--- src/rtl/cor_pkg.sv ---
// Shared types, default widths and pointer helper for the correlation sweep datapath.
package cor_pkg;

  typedef enum logic [1:0] {
    IDLE  = 2'd0,
    SWEEP = 2'd1,
    DRAIN = 2'd2
  } state_e;

  localparam int unsigned BUF_SIZE_DEF     = 500;
  localparam int          BUF_SIZE_MSB_DEF = 8;
  localparam int          ADC_MSB_DEF      = 11;
  localparam int          COEF_MSB_DEF     = 11;
  localparam int          ACC_MSB_DEF      = 35;

  // Circular increment for windows whose length is not a power of two.
  function automatic int unsigned wrap_inc(input int unsigned ptr, input int unsigned size);
    return (ptr + 32'd1 >= size) ? 32'd0 : ptr + 32'd1;
  endfunction

endpackage

--- src/rtl/cor_mac.sv ---
// Registered signed multiply-accumulate: unsigned sample times signed coefficient.
module cor_mac
  import cor_pkg::*;
#(
  parameter int ADC_MSB  = ADC_MSB_DEF,
  parameter int COEF_MSB = COEF_MSB_DEF,
  parameter int ACC_MSB  = ACC_MSB_DEF
) (
  input  logic              clk,
  input  logic              rst_n,
  input  logic              clr_i,
  input  logic              en_i,
  input  logic [ADC_MSB:0]  sample_i,
  input  logic [COEF_MSB:0] coef_i,
  output logic [ACC_MSB:0]  acc_o
);

  localparam int PROD_W = ADC_MSB + COEF_MSB + 3;

  logic signed [PROD_W-1:0] a_w;
  logic signed [PROD_W-1:0] b_w;
  logic signed [PROD_W-1:0] prod;
  logic [ACC_MSB:0]         prod_ext;
  logic [ACC_MSB:0]         acc_q;
  logic [ACC_MSB:0]         acc_d;

  // Sample gets a zero sign bit so it stays non-negative in the signed product.
  assign a_w      = {{(PROD_W-ADC_MSB-1){1'b0}}, sample_i};
  assign b_w      = {{(PROD_W-COEF_MSB-1){coef_i[COEF_MSB]}}, coef_i};
  assign prod     = a_w * b_w;
  assign prod_ext = {{(ACC_MSB+1-PROD_W){prod[PROD_W-1]}}, prod};

  always_comb begin
    acc_d = acc_q;
    if (clr_i) begin
      acc_d = '0;
    end else if (en_i) begin
      acc_d = acc_q + prod_ext;
    end
  end

  always_ff @(posedge clk or negedge rst_n) begin
    if (!rst_n) begin
      acc_q <= '0;
    end else begin
      acc_q <= acc_d;
    end
  end

  // Exposes the sum including this cycle's product so the final total is capturable on the last enable.
  assign acc_o = acc_d;

endmodule

--- src/rtl/cor_sweep_ctrl.sv ---
// Sequencer around the circular sample window: writes samples, sweeps oldest-to-newest, emits correlations.
module cor_sweep_ctrl
  import cor_pkg::*;
#(
  parameter int unsigned BUF_SIZE     = BUF_SIZE_DEF,
  parameter int          BUF_SIZE_MSB = BUF_SIZE_MSB_DEF,
  parameter int          ADC_MSB      = ADC_MSB_DEF,
  parameter int          COEF_MSB     = COEF_MSB_DEF,
  parameter int          ACC_MSB      = ACC_MSB_DEF
) (
  input  logic                  clk,
  input  logic                  rst_n,
  input  logic                  sample_valid,
  input  logic [ADC_MSB:0]      sample,
  output logic                  sample_ready,
  output logic                  buf_write,
  output logic [BUF_SIZE_MSB:0] buf_wr_addr,
  output logic [ADC_MSB:0]      buf_wr_data,
  output logic [BUF_SIZE_MSB:0] buf_rd_addr,
  input  logic [ADC_MSB:0]      buf_val,
  output logic [BUF_SIZE_MSB:0] coef_addr,
  input  logic [COEF_MSB:0]     coef_val,
  output logic [ACC_MSB:0]      cor_val,
  output logic                  cor_valid,
  output logic                  primed,
  output logic                  overrun
);

  localparam int ADDR_W = BUF_SIZE_MSB + 1;
  localparam int FILL_W = ADDR_W + 1;
  localparam logic [ADDR_W-1:0] LAST_IDX = ADDR_W'(BUF_SIZE - 1);
  localparam logic [FILL_W-1:0] FULL_CNT = FILL_W'(BUF_SIZE);

  state_e            state_q, state_d;
  logic [ADDR_W-1:0] wr_ptr_q, wr_ptr_d;
  logic [ADDR_W-1:0] rd_ptr_q, rd_ptr_d;
  logic [ADDR_W-1:0] idx_q, idx_d;
  logic [FILL_W-1:0] fill_q, fill_d;
  logic              primed_q, primed_d;
  logic              overrun_q, overrun_d;
  logic              cor_valid_q, cor_valid_d;
  logic [ACC_MSB:0]  cor_val_q, cor_val_d;
  logic [ACC_MSB:0]  mac_sum;
  logic              accept;
  logic              mac_en;

  function automatic logic [ADDR_W-1:0] next_addr(input logic [ADDR_W-1:0] a);
    return ADDR_W'(wrap_inc(32'(a), BUF_SIZE));
  endfunction

  always_ff @(posedge clk or negedge rst_n) begin
    if (!rst_n) begin
      state_q <= IDLE;
    end else begin
      state_q <= state_d;
    end
  end

  always_comb begin
    state_d = state_q;
    case (state_q)
      IDLE:    if (accept) state_d = SWEEP;
      SWEEP:   if (idx_q == LAST_IDX) state_d = DRAIN;
      DRAIN:   state_d = IDLE;
      default: state_d = IDLE;
    endcase
  end

  // Write-side outputs are gated by rst_n so nothing leaks to the buffer while reset is held.
  always_comb begin
    sample_ready = 1'b0;
    buf_write    = 1'b0;
    buf_wr_addr  = '0;
    buf_wr_data  = '0;
    buf_rd_addr  = '0;
    coef_addr    = '0;
    accept       = 1'b0;
    mac_en       = 1'b0;
    case (state_q)
      IDLE: begin
        sample_ready = 1'b1;
        accept       = sample_valid;
        buf_write    = sample_valid & rst_n;
        buf_wr_addr  = wr_ptr_q;
        buf_wr_data  = rst_n ? sample : '0;
      end
      SWEEP: begin
        buf_rd_addr = rd_ptr_q;
        coef_addr   = idx_q;
        mac_en      = (idx_q != '0);
      end
      DRAIN: begin
        mac_en = 1'b1;
      end
      default: ;
    endcase
  end

  // The sweep starts just past the newest sample, so the newest one is read last.
  always_comb begin
    wr_ptr_d    = wr_ptr_q;
    rd_ptr_d    = rd_ptr_q;
    idx_d       = idx_q;
    fill_d      = fill_q;
    if (accept) begin
      wr_ptr_d = next_addr(wr_ptr_q);
      rd_ptr_d = next_addr(wr_ptr_q);
      idx_d    = '0;
      if (fill_q != FULL_CNT) fill_d = fill_q + FILL_W'(1);
    end else if (state_q == SWEEP) begin
      rd_ptr_d = next_addr(rd_ptr_q);
      idx_d    = idx_q + ADDR_W'(1);
    end
    primed_d    = primed_q | (fill_d == FULL_CNT);
    overrun_d   = overrun_q | (sample_valid && (state_q != IDLE));
    cor_val_d   = (state_q == DRAIN) ? mac_sum : cor_val_q;
    cor_valid_d = (state_q == DRAIN) && primed_q;
  end

  always_ff @(posedge clk or negedge rst_n) begin
    if (!rst_n) begin
      wr_ptr_q    <= '0;
      rd_ptr_q    <= '0;
      idx_q       <= '0;
      fill_q      <= '0;
      primed_q    <= 1'b0;
      overrun_q   <= 1'b0;
      cor_val_q   <= '0;
      cor_valid_q <= 1'b0;
    end else begin
      wr_ptr_q    <= wr_ptr_d;
      rd_ptr_q    <= rd_ptr_d;
      idx_q       <= idx_d;
      fill_q      <= fill_d;
      primed_q    <= primed_d;
      overrun_q   <= overrun_d;
      cor_val_q   <= cor_val_d;
      cor_valid_q <= cor_valid_d;
    end
  end

  cor_mac #(
    .ADC_MSB  (ADC_MSB),
    .COEF_MSB (COEF_MSB),
    .ACC_MSB  (ACC_MSB)
  ) u_mac (
    .clk      (clk),
    .rst_n    (rst_n),
    .clr_i    (accept),
    .en_i     (mac_en),
    .sample_i (buf_val),
    .coef_i   (coef_val),
    .acc_o    (mac_sum)
  );

  assign cor_val   = cor_val_q;
  assign cor_valid = cor_valid_q;
  assign primed    = primed_q;
  assign overrun   = overrun_q;

endmodule

--- config.mk ---
export PLATFORM = sky130hd
export DESIGN_NAME = cor_sweep_ctrl
export DESIGN_NICKNAME = d
export VERILOG_FILES = /design/src/rtl/cor_pkg.sv /design/src/rtl/cor_mac.sv /design/src/rtl/cor_sweep_ctrl.sv
export SDC_FILE = /design/constraint.sdc
export NUM_CORES = 1
export LEC_CHECK = 0
export BUFFER_PORTS_ARGS = -buffer_cell sky130_fd_sc_hd__buf_2
export CORE_AREA = 4 4 148 150
export DETAILED_ROUTE_END_ITERATION = 8
export DIE_AREA = 0 0 152 154
export PLACE_DENSITY = 0.8
export SLEW_MARGIN = 10
export SYNTH_ARGS = -nofsm -noshare
export SYNTH_HDL_FRONTEND = slang
export SYNTH_SLANG_ARGS = --single-unit
--- constraint.sdc ---
create_clock -name clk -period 4.8 [get_ports clk]
set_input_delay 0.96 -clock clk [delete_from_list [all_inputs] [get_ports clk]]
set_output_delay 0.96 -clock clk [all_outputs]
set_load 0.02 [all_outputs]
# --- Word level (Yosys, flattened, before mapping) ---
# Cells that the tools add are included.
totals:
  inputBits: 39
  word_cells: 57
  output_inout_bits: 80
  register_bits: 114
op_classes:
  bitwise: 3
  n_reduce_logical: 7
  multipliers: 1
  n_mux: 22
  n_eq_ne: 7
  addsub: 5
  n_lt_le_gt_ge: 2
ops:
  columns: ["cell", "n"]
  rows:
  - ["$mux W9", 9]
  - ["$mux W36", 2]
  - ["$add A36 B36 Y36", 1]
  - ["$mul A13 B12 Y25", 1]
  - ["$mux W12", 2]
  - ["$add A9 B1 Y10 const B", 2]
  - ["$ge A10 B9 Y1 const B", 2]
  - ["$mux W10", 2]
  - ["$add A10 B1 Y10 const B", 1]
  - ["$eq A10 B9 Y1 const B", 1]
  - ["$ne A10 B9 Y1 const B", 1]
  - ["$add A9 B1 Y9 const B", 1]
  - ["$eq A9 B9 Y1 const B", 1]
  - ["$reduce_bool A9 Y1", 1]
  - ["$mux W2", 2]
  - ["$ne A2 B2 Y1 const B", 2]
  - ["$pmux W2 S2", 1]
  - ["$reduce_bool A2 Y1", 2]
  - ["$mux W1", 3]
  - ["$eq A2 B1 Y1 const B", 1]
  - ["$eq A2 B2 Y1 const B", 1]
  - ["$logic_and A1 B1 Y1", 2]
  - ["$logic_not A2 Y1", 1]
  - ["$or A1 B1 Y1", 2]
  - ["other kinds (3)", 3]

# --- Logic depth before layout (Yosys ltp) ---
logic_depth:
  depth_word: 5
  ltp_mapped: 32
  ltp_nobuf: 31

# --- By module ---
# A second synthesis with hierarchy kept.
hier_totals:
  hier_cells: 1365
  hier_area_um2: 12416.9
by_module_without_submodules:
  columns: ["module", "area_per_inst_um2", "seq_area_each_um2", "instances", "cells_each"]
  rows:
  - ["cor_mac", 8224.1, 900.9, 1, 973]
  - ["cor_sweep_ctrl", 4192.8, 1951.9, 1, 392]

# --- Least setup slack after synthesis ---
# No wires, ideal clock.
synth_timing:
  path_kind: "input-to-reg"
  startpoint: "input buf_val[1]"
  endpoint: "register cor_val_q[33], in the netlist cor_val[33]"
  setup_ns: 0.121
  n_path_buf: 1
  t_required_ns: 4.679
  path_slack_ns: -3.002
  arrival_ns: 7.681
  stages: 29
  cell_sequence: "clkbuf_1 > nand2_1 > fa_1 > fa_1 > inv_1 > fa_1 > fa_1 > inv_1 > fa_1 > inv_1 > ha_1 > or3_1 > o2111a_1 > o31ai_1 > nand2b_1 > a31o_1 > a21o_1 > a21oi_1 > xnor2_1 > ha_1 > a21oi_1 > o21ai_0 > or2_2 > a311oi_1 > o31ai_1 > o21ai_1 > xor2_1 > nor2_1 > o22a_1"
synth_via:
  elab_chain_len: 4
synth_rtl:
  columns: ["item", "line", "text"]
  rows:
  - ["from (decl)", "cor_sweep_ctrl.sv:20", "input logic [ADC_MSB:0] buf_val,"]
  - ["$mul A13 B12 Y25", "cor_mac.sv:30", "assign prod = a_w * b_w;"]
  - ["$add A36 B36 Y36", "cor_mac.sv:38", "acc_d = acc_q + prod_ext;"]
  - ["$mux W36", "cor_mac.sv:37", "end else if (en_i) begin"]
  - ["$mux W36", "cor_mac.sv:35", "if (clr_i) begin"]
  - ["to (signal assigned)", "cor_sweep_ctrl.sv:137", "cor_val_q <= cor_val_d;"]
  - ["to (decl)", "cor_sweep_ctrl.sv:42", "logic [ACC_MSB:0] cor_val_q, cor_val_d;"]
# No other way between the ends.
# A chain may end at the register's enable or synchronous reset.

# --- Worst setup path in the final report ---
layout_timing:
  startpoint: "input buf_val[7]"
  endpoint: "register cor_val_q[34], in the netlist cor_val[34]"
layout_via:
  elab_chain_len: 4
layout_rtl:
  columns: ["item", "line", "text"]
  rows:
  - ["$mul A13 B12 Y25", "cor_mac.sv:30", null]
  - ["$add A36 B36 Y36", "cor_mac.sv:38", null]
  - ["$mux W36", "cor_mac.sv:37", null]
  - ["$mux W36", "cor_mac.sv:35", null]
  - ["via mac_sum[34]", "cor_sweep_ctrl.sv:43", "logic [ACC_MSB:0] mac_sum;"]
# The timed path passes the listed nets, and every way through them passes these cells.

==> results by group <==
Worst setup path
  – Crit path DAT: 8.04 ns
  – CP peak stage delay: 0.58 ns
  – Reg-to-reg setup timing slack: 1.29 ns
  – FF-to-FF End: cor_val[34]
  – Critical path class: in -> reg
  – R2r worst-path depth: 9
  – Crit. End Element: flop
  – CP Depth: 31
  – Critical Path Source Type: input port
  – Worst Path Max Fanout: 6
  – Reg-to-Reg Start: state_q[0]
  – Most frequent CP cell: fa_1
  – CP required: 5.11 ns
  – Crit path max-delay cell type: fa_1
  – Worst Path Buf+Inv: 8
  – Critical path's top delay family: adder cells

Yosys
  – Cell area after synthesis: 12200 sq um
  – Simple-Gate Fraction of Synth Area: 18.1%
  – Per-instance average area after synthesis: 8.73 sq um
  – Prevailing post-synth register cell: dfrtp_1
  – Ys Warns: 0
  – Mapped Cells: 1400
  – Compound-Gate Fraction of Synth Area: 13.3%
  – Post-Synth XOR/XNOR Area: 5.02%
  – Number of flops mapped to enable cells by yosys: 0
  – Ys async rst share: 100%
  – Largest family of logic cells by synthesized area: adder cells
  – Post-synthesis sequential area ratio: 23.3%
  – Synth Register Bits: 114
  – Mux cell area share after synthesis: 3.21%
  – Post-Synth Adder-Cell Area: 29.7%
  – Post-Syn Nets: 1667
  – Count of cell types in the netlist: 71

Finish
  – Share of cells above drive strength 1: 38.0%
  – Layout Cells excl Fill: 2031
  – # diodes: 0
  – Final nets: 2010
  – FILL cells: 1075
  – Area Overhead vs Synth: 41.2%

Global route
  – GRT overflow: 0
  – First-pass GRT wire length: 63900 um
  – Pin count of the biggest net entering global routing: 55
  – Initial antenna violation count: 0
  – Vias in the first global route: 12805
  – Total GRT Usage: 33.3%

STA
  – Tmin final: 7.73 ns
  – Final hold violations: 0
  – Clock Skews: 0.0123 ns
  – Unrepaired setup endpoints after global routing: true
  – Worst-margin pin slew: 1.17 ns
  – Setup slack after layout: -2.93 ns
  – Setup tns final: -125.93 ns
  – Maximum clock rate: 0.129 GHz
  – # setup viols final: 60
  – Fin. max-slew vios: 0
  – Rel. slew slack: 21.8%
  – Part of the cycle the worst path needs: 161%

Placed design
  – HPWL after detailed placement: 25900 um
  – RePlAce Congestion: 0.877
  – Dpl cells: 1943
  – Port Buffers: 118

Drt
  – Wire length per cell: 22.0 um
  – DRT iter0 DRCs: 1287
  – DRT Pass-1 Iters: 6
  – Via Count: 12583
  – Post-route ant nets: 0
  – Post-Route WL: 44700 um
  – DRC errors left: 0
  – Ratio of routed vias to standard cells: 6.20

CTS
  – Clock Tree Buf Depth: 2
  – CTS tree: built
  – # clock sinks: 114
  – Root buf cell: clkbuf_16
  – Clk Latency, worst-skew pair: 0.43 ns
  – Reg clk slew, reported paths: 0.06 ns
  – H-Tree Level Count: 4
  – CTS Buf Count: 17

Floorplan
  – Die W: 152 um
  – Initial Util: 59.1%
  – Rows: 53
  – Core ar.: 20700 sq um
  – Die Span Y: 154 um
  – Die ar.: 23400 sq um
  – Boundary pin count: 119

Run status
  – Status: finished, violations left
  – Failing checks: negative setup slack

Run
  – Max Cap Viol: 0

Hold path
  – Worst Hold Depth: 1
  – Hold Startpoint: overrun
  – Worst Hold Class: reg -> reg
  – WHS Endpoint: overrun
## cells in the mapped netlist, drive strengths merged (17+ instances only)
cell      n  area (sq um)
a21o     26           195
nand2b   18           113
inv     178           668
nand3    23           115
o21ai    56           280
and3     26           163
fa      102          2040
mux2     26           293
and2     77           484
ha      126          1580
xor2     32           280
dfrtp   114          2850
clkbuf   52           195
nand2   193           724
a21oi    76           384
nor2     82           310
xnor2    38           333
nand4    17           106
## worst register-to-register path, cell delays in order, from the launching register on
cell	delay, ns
dfrtp_1	0.41
inv_1	0.13
ha_1	0.76
and2_2	0.63
buf_4	0.52
nor2_1	0.14
and3_1	0.24
mux2i_1	0.15
o311ai_2	0.14
mux2_2	0.28
## flip-flops by register name (all words and copies together) (netlist names)
register     count
fill_q          10
cor_valid        1
idx_q            9
cor_val         36
rd_ptr_q         9
wr_ptr_q         9
u_mac.acc_q     36
overrun          1
primed           1
state_q          2
## cells in the final DEF, fill, tap and decap left out, types with 7 or more instances in the layout
master / Yosys / routed
a21o_1: 26 / 26
a21oi_1: 75 / 33
a21oi_2: 1 / 29
a21oi_4: 0 / 14
a31oi_1: 11 / 7
and2_1: 75 / 61
and2_4: 1 / 14
and3_1: 26 / 24
buf_12: 0 / 8
buf_2: 2 / 99
buf_4: 0 / 216
buf_6: 0 / 52
clkbuf_16: 0 / 17
dfrtp_1: 114 / 114
fa_1: 102 / 93
fa_2: 0 / 9
ha_1: 126 / 95
ha_2: 0 / 9
ha_4: 0 / 22
inv_1: 177 / 160
inv_2: 1 / 17
mux2_2: 26 / 20
mux2i_1: 10 / 8
nand2_1: 193 / 164
nand2_2: 0 / 21
nand2_4: 0 / 8
nand2b_1: 18 / 17
nand3_1: 23 / 21
nand4_1: 17 / 17
nor2_1: 81 / 75
nor3_1: 13 / 9
o21ai_0: 28 / 18
o21ai_1: 28 / 21
o21ai_2: 0 / 13
xnor2_1: 38 / 34
xor2_1: 32 / 25
xor2_2: 0 / 7
## per-stage QoR
stage / util, % / hold slack (ns) / area, sq um / setup WS [ns]
floorplan: - / 0.450 / 13000 / -2.59
global placement: 72.6 / 0.441 / 15000 / -2.97
detailed placement: 72.6 / 0.450 / 15000 / -3.04
CTS: 80.4 / 0.465 / 16600 / -2.48
global route: 83.4 / 0.498 / 17300 / -3.02
finish: 83.4 / 0.459 / 17300 / -2.93
## final cells by class
class | instances | area (sq um) | area share (%)
Multi-Input combinational cell | 1048 | 9800 | 56.8
Clock buffer | 21 | 470 | 2.73
Clock inverter | 11 | 126 | 0.732
Tap cell | 275 | 344 | 1.99
Inverter | 179 | 674 | 3.91
Timing Repair Buffer | 383 | 2990 | 17.3
Sequential cell | 114 | 2850 | 16.5
## worst max-delay path by stage
stage                             from     endpoint  slack (ns)
after floorplan            coef_val[1]  cor_val[35]       -2.59
after global placement    coef_val[11]  cor_val[33]       -2.97
after detailed placement  coef_val[11]  cor_val[33]       -3.04
after CTS                   buf_val[9]  cor_val[29]       -2.48
after global routing        buf_val[7]  cor_val[34]       -3.02
final                       buf_val[7]  cor_val[34]       -2.93
## kinds of logic after synthesis
family	count (synthesis)
AO/OA/AOI/OAI	246
XOR/XNOR	70
adder cells (fa/ha/maj)	229
buffers and inverters	238
flip-flops	114
multiplexers	36
AND/OR/NAND/NOR	467
## layer usage
metal	vias to the layer above	track usage, %	wire, um
met4	0	18.1	3440
met3	308	4.93	3440
met2	800	58.3	22100
met1	6151	39.6	15700
li1	5324	-	-
met5	-	0	0
## timing repair
| action | 4_1_cts | 5_1_grt |
|---|---|---|
| buffers inserted | 30 | 29 |
| hold buffers | 0 | 0 |
| pin swaps | 103 | 88 |
| setup endpoints to repair | 60 | 60 |
| gates cloned | 1 | 0 |
| resized for setup | 172 | 86 |
| hold endpoints to repair | 0 | 0 |
Power is left out: the tool's default activity adds up to more than one toggle a clock period on the data nets, which glitch-free logic cannot reach.
